File: config.mk
export PLATFORM = sky130hd
export DESIGN_NAME = mmio_arbiter_flat
export DESIGN_NICKNAME = d
export VERILOG_FILES = /design/src/rtl/mmio_arbiter_pkg.sv /design/src/rtl/mmio_arbiter_if.sv /design/src/rtl/mmio_arbiter_rr_picker.sv /design/src/rtl/mmio_arbiter.sv /design/src/flat_wrapper.sv
export SDC_FILE = /design/constraint.sdc
export NUM_CORES = 1
export LEC_CHECK = 0
export ABC_AREA = 0
export BUFFER_PORTS_ARGS = -buffer_cell sky130_fd_sc_hd__buf_2
export CORE_ASPECT_RATIO = 0.9
export CORE_UTILIZATION = 42
export DETAILED_ROUTE_END_ITERATION = 10
export GPL_ROUTABILITY_DRIVEN = 0
export GPL_TIMING_DRIVEN = 0
export PLACE_DENSITY = 0.76
export SLEW_MARGIN = 15
export SYNTH_ARGS = -nofsm -noshare
export SYNTH_HDL_FRONTEND = slang
export SYNTH_SLANG_ARGS = --single-unit
export TNS_END_PERCENT = 1
File: constraint.sdc
create_clock -name clk -period 7 [get_ports clk]
set_input_delay 0.35 -clock clk [delete_from_list [all_inputs] [get_ports clk]]
set_output_delay 0.35 -clock clk [all_outputs]
set_load 0.03 [all_outputs]
File: src/rtl/mmio_arbiter_pkg.sv
// Shared types and constants for the MMIO slot bus and the arbiters that drive it.
package mmio_pkg;

  localparam int MMIO_DATA_W     = 32;
  localparam int MMIO_REG_ADDR_W = 5;

  typedef enum logic [1:0] {
    IDLE  = 2'd0,
    ISSUE = 2'd1,
    ACK   = 2'd2
  } arb_state_t;

endpackage

File: src/rtl/mmio_arbiter_if.sv
// MMIO slot bus: one registered cycle from the arbiter, combinational read data back.
interface mmio_arbiter_if
  import mmio_pkg::*;
#(
  parameter int ADDR_W = 6 + MMIO_REG_ADDR_W
);

  logic                   mmio_cs;
  logic                   mmio_write;
  logic                   mmio_read;
  logic [ADDR_W-1:0]      mmio_addr;
  logic [MMIO_DATA_W-1:0] mmio_wdata;
  logic [MMIO_DATA_W-1:0] mmio_rdata;

  modport master (
    output mmio_cs, mmio_write, mmio_read, mmio_addr, mmio_wdata,
    input  mmio_rdata
  );

  modport slave (
    input  mmio_cs, mmio_write, mmio_read, mmio_addr, mmio_wdata,
    output mmio_rdata
  );

endinterface

File: src/rtl/mmio_arbiter_rr_picker.sv
// Combinational round-robin picker: first requester after ptr, wrapping modulo N.
module rr_picker #(
  parameter int N     = 2,
  parameter int IDX_W = (N > 1) ? $clog2(N) : 1
) (
  input  logic [N-1:0]     req,
  input  logic [IDX_W-1:0] ptr,
  output logic [N-1:0]     grant,
  output logic [IDX_W-1:0] grant_idx,
  output logic             grant_valid
);

  logic [IDX_W:0]   sum;
  logic [IDX_W-1:0] cand;

  always_comb begin
    // NOTE: every output gets a default before the loop, otherwise a path with no assignment infers a latch.
    grant       = '0;
    grant_idx   = '0;
    grant_valid = 1'b0;
    sum         = '0;
    cand        = '0;
    for (int i = 1; i <= N; i++) begin
      sum = {1'b0, ptr} + (IDX_W+1)'(i);
      if (sum >= (IDX_W+1)'(N)) sum = sum - (IDX_W+1)'(N);
      cand = sum[IDX_W-1:0];
      if (!grant_valid && req[cand]) begin
        grant_valid = 1'b1;
        grant[cand] = 1'b1;
        grant_idx   = cand;
      end
    end
  end

endmodule

File: src/rtl/mmio_arbiter.sv
// Round-robin arbiter sharing one MMIO slot bus between N masters; 3-cycle
// IDLE -> ISSUE -> ACK transaction with fully registered outputs.
module mmio_arbiter
  import mmio_pkg::*;
#(
  parameter int N_MASTERS = 2,
  parameter int ADDR_W    = 6 + MMIO_REG_ADDR_W
) (
  input  logic                             clk,
  input  logic                             reset,
  input  logic [N_MASTERS-1:0]             m_req,
  input  logic [N_MASTERS-1:0]             m_write,
  input  logic [N_MASTERS*ADDR_W-1:0]      m_addr,
  input  logic [N_MASTERS*MMIO_DATA_W-1:0] m_wdata,
  output logic [N_MASTERS-1:0]             m_ack,
  output logic [MMIO_DATA_W-1:0]           m_rdata,
  mmio_arbiter_if.master                   bus
);

  localparam int IDX_W = (N_MASTERS > 1) ? $clog2(N_MASTERS) : 1;

  arb_state_t           state;
  logic [IDX_W-1:0]     last_grant;
  logic [N_MASTERS-1:0] cur_grant;

  logic [N_MASTERS-1:0] pick_grant;
  logic [IDX_W-1:0]     pick_idx;
  logic                 pick_valid;

  rr_picker #(
    .N     (N_MASTERS),
    .IDX_W (IDX_W)
  ) u_picker (
    .req         (m_req),
    .ptr         (last_grant),
    .grant       (pick_grant),
    .grant_idx   (pick_idx),
    .grant_valid (pick_valid)
  );

  // Requests are only looked at in IDLE; the winner's transaction is copied
  // straight into the bus registers, which then hold until the next grant.
  always_ff @(posedge clk or posedge reset) begin
    if (reset) begin
      state          <= IDLE;
      last_grant     <= IDX_W'(N_MASTERS - 1);
      cur_grant      <= '0;
      m_ack          <= '0;
      m_rdata        <= '0;
      bus.mmio_cs    <= 1'b0;
      bus.mmio_write <= 1'b0;
      bus.mmio_read  <= 1'b0;
      bus.mmio_addr  <= '0;
      bus.mmio_wdata <= '0;
    end else begin
      // NOTE: state registers use non-blocking assignments so every flop samples pre-edge values.
      case (state)
        IDLE: begin
          if (pick_valid) begin
            state          <= ISSUE;
            last_grant     <= pick_idx;
            cur_grant      <= pick_grant;
            bus.mmio_cs    <= 1'b1;
            bus.mmio_write <= m_write[pick_idx];
            bus.mmio_read  <= ~m_write[pick_idx];
            bus.mmio_addr  <= m_addr[pick_idx*ADDR_W +: ADDR_W];
            bus.mmio_wdata <= m_wdata[pick_idx*MMIO_DATA_W +: MMIO_DATA_W];
          end
        end
        ISSUE: begin
          state          <= ACK;
          bus.mmio_cs    <= 1'b0;
          bus.mmio_write <= 1'b0;
          bus.mmio_read  <= 1'b0;
          m_ack          <= cur_grant;
          if (bus.mmio_read) m_rdata <= bus.mmio_rdata;
        end
        ACK: begin
          state <= IDLE;
          m_ack <= '0;
        end
        default: begin
          state <= IDLE;
          m_ack <= '0;
        end
      endcase
    end
  end

endmodule

File: src/flat_wrapper.sv
// flat-port wrapper written by rule: the top's interface ports become plain ports
module mmio_arbiter_flat import mmio_pkg::*;
#(
  parameter int N_MASTERS = 2,
  parameter int ADDR_W    = 6 + MMIO_REG_ADDR_W
)
  (clk, reset, m_req, m_write, m_addr, m_wdata, m_ack, m_rdata, bus_mmio_cs, bus_mmio_write, bus_mmio_read, bus_mmio_addr, bus_mmio_wdata, bus_mmio_rdata);
  mmio_arbiter_if #(.ADDR_W(ADDR_W)) bus_i ();
  input  logic clk;
  input  logic reset;
  input  logic [N_MASTERS-1:0] m_req;
  input  logic [N_MASTERS-1:0] m_write;
  input  logic [N_MASTERS*ADDR_W-1:0] m_addr;
  input  logic [N_MASTERS*MMIO_DATA_W-1:0] m_wdata;
  output logic [N_MASTERS-1:0] m_ack;
  output logic [MMIO_DATA_W-1:0] m_rdata;
  output wire logic [$bits(bus_i.mmio_cs)-1:0] bus_mmio_cs;
  output wire logic [$bits(bus_i.mmio_write)-1:0] bus_mmio_write;
  output wire logic [$bits(bus_i.mmio_read)-1:0] bus_mmio_read;
  output wire logic [$bits(bus_i.mmio_addr)-1:0] bus_mmio_addr;
  output wire logic [$bits(bus_i.mmio_wdata)-1:0] bus_mmio_wdata;
  input wire logic [$bits(bus_i.mmio_rdata)-1:0] bus_mmio_rdata;
  assign bus_mmio_cs = bus_i.mmio_cs;
  assign bus_mmio_write = bus_i.mmio_write;
  assign bus_mmio_read = bus_i.mmio_read;
  assign bus_mmio_addr = bus_i.mmio_addr;
  assign bus_mmio_wdata = bus_i.mmio_wdata;
  assign bus_i.mmio_rdata = bus_mmio_rdata;
  mmio_arbiter #(.N_MASTERS(N_MASTERS), .ADDR_W(ADDR_W)) u_core (.clk(clk), .reset(reset), .m_req(m_req), .m_write(m_write), .m_addr(m_addr), .m_wdata(m_wdata), .m_ack(m_ack), .m_rdata(m_rdata), .bus(bus_i));
endmodule
==> run metrics, run 1 <==
outcome finished clean; Synth top area share 56.6%; Post-CTS Hold Buffers 0; Core Region 0.00857 mm²; WL met1 slightly above 4 mm; DRT Wirelength 9.12 mm; die span in x a little over 100 µm; antenna-violating nets left 0; Fmax ~0.63 GHz; crit path time final 1600 ps; CP required 7200 ps; largest net degree at the start of global routing 44; area leader, netlist dfrtp_1; Buffers on Ports about 200; CTS Buf Count 9; initial core utilization between 40% and 50%; worst min-delay path category input port to asynchronous set/reset pin; final hold violation count 0; DR vias between 2000 and 3000; Register Area 0.00213 mm²; fillers a little under 800; H-tree levels 3; Crit Path Max Fanout 10; first-pass GRT wire length about 14 mm; DR pass1 iterations 4; initial antenna violation count 0; CP endpoint kind register; # setup viols final 0; Max-Cap Viols 0; Least-Margin Pin Slew 616 ps; highest routed layer met4; Synthesized Nets slightly above 400; area of the multi-input gates 0.00143 mm²; vias in the first global route slightly below 3000; antenna fix cells 0; wire per inst 14.6 µm; Worst Skew roughly 12 ps; PwrDens between 500 and 600 mW/mm²; sequential area share after synthesis between 50% and 60%; CP Launch Type register; distinct cell type count after synthesis 24; Yosys reg bits between 80 and 90; Peak VDD IR about 0.24 mV; most frequent cells in the layout 204 x buf_2, 84 x dfrtp_1, 46 x mux2i_1; Relative slew margins about three fifths; Tcrit/Tclk final a little under a quarter; # IOs about 200; placed cells 610; Root Buffer clkbuf_8; FP Rows 32; DRC viols 0; share of layout cells above drive strength 1 52.5%; DIE AREA about 0.0092 mm²; Max Slew Vio Count 0; reg2reg setup slack 5400 ps; Lkg Pwr about 2.8 nW; post-route insts no fill 626; NumNets Final 626; Area Overhead vs Synth 37.8%; setup repair after global routing missed its margin false; dpl hpwl a little under 7 mm; CP arrival approximately 1800 ps; number of vias per cell between 4 and 5; postcts setup bufs 0; syn_area_per_cell between 10 and 15 µm²; Cells after Synth between 200 and 300; Chip Height between 90 and 100 µm; post-synthesis cell area around 0.0037 mm²; most common cell after layout, fill and taps aside buf_2; # resized after CTS 0; DRT iter0 DRCs 58; Setup TNS 0 ps; total length of routed met2 wires ~4.5 mm; largest cells by area after synthesis dfrtp_1 57%, mux2i_1 12%, mux2_4 12%; Total GRT Usage 20.5%; total gr overflow 0; worst-skew pair later-pin latency between 300 and 400 ps; clk buf depth 2; WL met3 between 400 and 500 µm; cells on worst reg2reg path 5; CTS clk-pin slew, worst paths ~90 ps; WS Path Type register to register; yosys warns 0; CTS tree built; clock sinks 85
==> synth_stat cells, drive strengths merged <==
cell / n
mux2i: 46
a22o: 1
nand3b: 1
a31oi: 1
o21ai: 45
a21boi: 1
a21oi: 4
clkbuf: 8
nor2: 5
buf: 9
dfrtp: 84
nor2b: 1
dfstp: 1
nand2: 46
inv: 2
mux2: 32
==> report_power, final <==
part	internal [mW]	total, mW	switching [mW]
registers	0.741	0.875	0.135
clock network	0.211	0.379	0.168
logic	0.470	1.32	0.851
total	1.42	2.58	1.15
==> worst max-delay path, cell delays in order (launching register included) <==
cell,delay (ps)
dfrtp_1,450
nor2_2,260
o21ai_2,180
clkbuf_1,330
nand2_1,150
o21ai_0,90
==> final cells by class <==
cell class,count,area share (%)
multi-input cells,183,28.0
clock buffers,12,2.83
flip-flops and latches,85,41.6
plain buffers,17,2.88
well taps,119,2.91
inverters,2,0.196
clock inverters,4,1.42
repair buffers,204,20.2
==> registers in the layout, summed over array words and instances (netlist names) <==
signal,cells
u_core.bus.mmio_addr,11
u_core.bus.mmio_cs,1
u_core.bus.mmio_read,1
u_core.bus.mmio_wdata,32
u_core.bus.mmio_write,1
u_core.cur_grant,2
u_core.last_grant,1
u_core.m_ack,2
u_core.m_rdata,32
u_core.state,2
==> metrics by stage <==
step | power [mW] | worst slack (ps) | utilization, % | hold WS [ps] | area [µm²]
4_1_cts | 2.60 | 5380 | 59.8 | 63.4 | 5120
3_5_place_dp | 2.22 | 5340 | 57.2 | 444 | 4900
6_report | 2.58 | 5400 | 59.8 | 49.2 | 5120
5_1_grt | 2.73 | 5240 | 59.8 | 88.2 | 5120
2_1_floorplan | 1.81 | 4460 | - | 420 | 3710
3_3_place_gp | 2.18 | 3570 | 57.0 | 460 | 4880
==> logic make-up (layout without fill, tap and decap cells) <==
group	after synthesis	in the layout	share of synthesized area, %
DFF	85	85	57.3
muxes	78	78	25.1
and+or+nand+nor	53	53	6.00
AOI/OAI and AO/OA	52	52	7.41
buffers and inverters	19	239	4.18
==> layer usage <==
metal | vias up | GRT usage, %
met5 | - | 0
met4 | 0 | 6.76
met3 | 10 | 3.54
met2 | 109 | 35.7
met1 | 1389 | 25.6
li1 | 1420 | -
==> worst paths after layout <==
check	startpoint	end
min in group clk	m_req[0]	u_core.last_grant$_DFFE_PP1P_
worst max register to register	u_core.state[0]$_DFFE_PP0P_	u_core.bus.mmio_wdata[11]$_DFFE_PP0P_
max in group asynchronous	reset	u_core.last_grant$_DFFE_PP1P_
worst max-delay path	u_core.state[0]$_DFFE_PP0P_	u_core.bus.mmio_wdata[11]$_DFFE_PP0P_
worst min register to register	u_core.bus.mmio_wdata[9]$_DFFE_PP0P_	u_core.bus.mmio_wdata[9]$_DFFE_PP0P_
worst min-delay path	reset	u_core.m_rdata[18]$_DFFE_PP0P_
No activity file was read; power rests on OpenSTA's default activity.
==> inputs of run 2 (changes only) <==
--- a/config.mk
+++ b/config.mk
@@ -8,7 +8,7 @@
 export ABC_AREA = 0
 export BUFFER_PORTS_ARGS = -buffer_cell sky130_fd_sc_hd__buf_2
 export CORE_ASPECT_RATIO = 0.9
-export CORE_UTILIZATION = 42
+export CORE_UTILIZATION = 40
 export DETAILED_ROUTE_END_ITERATION = 10
 export GPL_ROUTABILITY_DRIVEN = 0
 export GPL_TIMING_DRIVEN = 0
==> constraint.sdc (replaced) <==
create_clock -name clk -period 1.3 [get_ports clk]
set_input_delay 0.065 -clock clk [delete_from_list [all_inputs] [get_ports clk]]
set_output_delay 0.065 -clock clk [all_outputs]
set_load 0.03 [all_outputs]
==> run 2 against run 1 <==
  * The run now ends with negative hold slack, negative setup slack left
  * Register-to-register slack got worse by 5400 ps
  * Worst hold slack got worse by 60 ps
  * Critical path type unchanged
  * Clock power rose to 5.0 times the previous value
  * First-iteration DRC count increased by 38%
  * Utilization rose by 4.5 points
  * Die area is 4.9% higher
==> run metrics, run 2 (synthesis gave the netlist of run 1 again) <==
Fmax approximately 0.76 GHz; Total GRT Usage between 20% and 30%; Max Slew Vio Count 0; hold slack final -10.5 ps; total gr overflow 0; worst min-delay path category input port to register; NumNets Final 676; critical path cell sequence a21boi_2, buf_6, buf_12, mux2i_2, o21ai_1; reg2reg setup slack -10 ps; post-route insts no fill slightly below 700; Critical path buffers and inverters 2; Tcrit/Tclk final 101%; fillers around 740; crit path from u_core.last_grant$_DFFE_PP1P_; DRT Wirelength 9.81 mm; Regs by FF count u_core.bus.mmio_wdata (32), u_core.m_rdata (32), u_core.bus.mmio_addr (11); PwrDens between 2000 and 3000 mW/mm²; Peak VDD IR ~1.1 mV; CP Launch Type register; RR Startpoint u_core.last_grant$_DFFE_PP1P_; DRC viols 0; dpl hpwl 7.06 mm; CTS tree built; slowest cell on the critical path dfstp_2; setup repair after global routing missed its margin true; # IOs 204; final hold violation count 7; Chip Height ~93 µm; FP Rows 32; most common cell after layout, fill and taps aside buf_2; share of layout cells above drive strength 1 between 50% and 60%; CP required 1520 ps; die span in x approximately 100 µm; CP endpoint kind register; CTS clk-pin slew, worst paths roughly 90 ps; CP arrival around 1500 ps; Max-Cap Viols 0; DR pass1 iterations 4; largest net degree at the start of global routing 38; DR vias 3170; worst-skew pair later-pin latency 340 ps; Worst Skew 10.7 ps; Relative slew margins between 60 and 70%; Crit Path Max Fanout 10; Buffers on Ports between 200 and 250; CP peak stage delay around 550 ps; wire per inst ~15 µm; first-pass GRT wire length roughly 16 mm; Least-Margin Pin Slew about 560 ps; number of vias per cell between 4 and 5; most frequent cells in the layout 203 x buf_2, 82 x dfrtp_1, 45 x nand2_1; clock sinks 85; area of the multi-input gates around 0.0015 mm²; placed cells 611; failing checks negative hold slack, negative setup slack; Lkg Pwr between 2 and 3 nW; Register Area around 0.0021 mm²; Root Buffer clkbuf_8; antenna-violating nets left 0; CTS Buf Count 9; # setup viols final 11; clk buf depth 2; Core Region slightly below 0.009 mm²; vias in the first global route around 3300; fin worst setup slack -10.1 ps; WS Path Type register to register; DIE AREA ~0.0097 mm²; H-tree levels 3; Hold Startpoint m_wdata[3]; Area Overhead vs Synth 52.4%; outcome finished, violations left; initial antenna violation count 0; initial core utilization 42.2%; DRT iter0 DRCs 80; crit path time final 1310 ps; antenna fix cells 0; CP delay by family, top flip-flops
-- run 2: final timing paths --
kind / to / cells after the start
max: u_core.bus.mmio_wdata[22]$_DFFE_PP0P_ / 5
min: u_core.bus.mmio_wdata[3]$_DFFE_PP0P_ / 3
max reg2reg: u_core.bus.mmio_wdata[22]$_DFFE_PP0P_ / 5
min reg2reg: u_core.bus.mmio_wdata[29]$_DFFE_PP0P_ / 2
max in group asynchronous: u_core.last_grant$_DFFE_PP1P_ / 4
min in group asynchronous: u_core.bus.mmio_wdata[20]$_DFFE_PP0P_ / 3
-- run 2: worst min-delay path, cell delays in order --
cell and delay, ps:
buf_2 70, mux2i_1 60, o21ai_1 100
-- run 2: final cells by class --
type,instances,area share [%]
plain buffers,17,3.38
multi-input cells,183,25.7
clock inverters,7,1.30
clock buffers,9,2.19
inverters,2,0.199
repair buffers,254,27.0
flip-flops and latches,85,37.6
well taps,119,2.63
-- run 2: power breakdown --
group          switching [mW]  internal [mW]  leakage [nW]
logic                    4.69           2.88          1.88
clock network           0.979          0.899         0.100
registers               0.760           3.99          1.02
total                    6.43           7.78          3.00
-- run 2: repair_timing --
action	CTS	global route
resized for setup	13	38
endpoints found under the setup margin	76	74
setup buffers	2	6
hold buffers	40	1
pin swaps	2	2
hold endpoints to repair	58	1
-- run 2: through the flow --
stage	power (mW)	utilization [%]	setup TNS (ps)	setup WS [ps]	instance area [µm²]
3_3_place_gp	11.7	55.4	-33710	-277	4880
2_1_floorplan	9.73	-	-176	-5.86	3720
3_5_place_dp	11.9	55.9	-12860	-271	4920
4_1_cts	14.1	63.2	-1640	-56.3	5570
5_1_grt	15.0	64.3	-1430	-53.3	5660
6_report	14.2	64.3	-60.2	-10.1	5660
-- run 2: routing by layer --
layer / wire length, µm / track usage [%] / vias to the layer above
li1: - / - / 1524
met1: 4030 / 24.6 / 1483
met2: 4970 / 35.8 / 128
met3: 418 / 3.41 / 35
met4: 396 / 11.5 / 0
met5: 0 / 0 / -
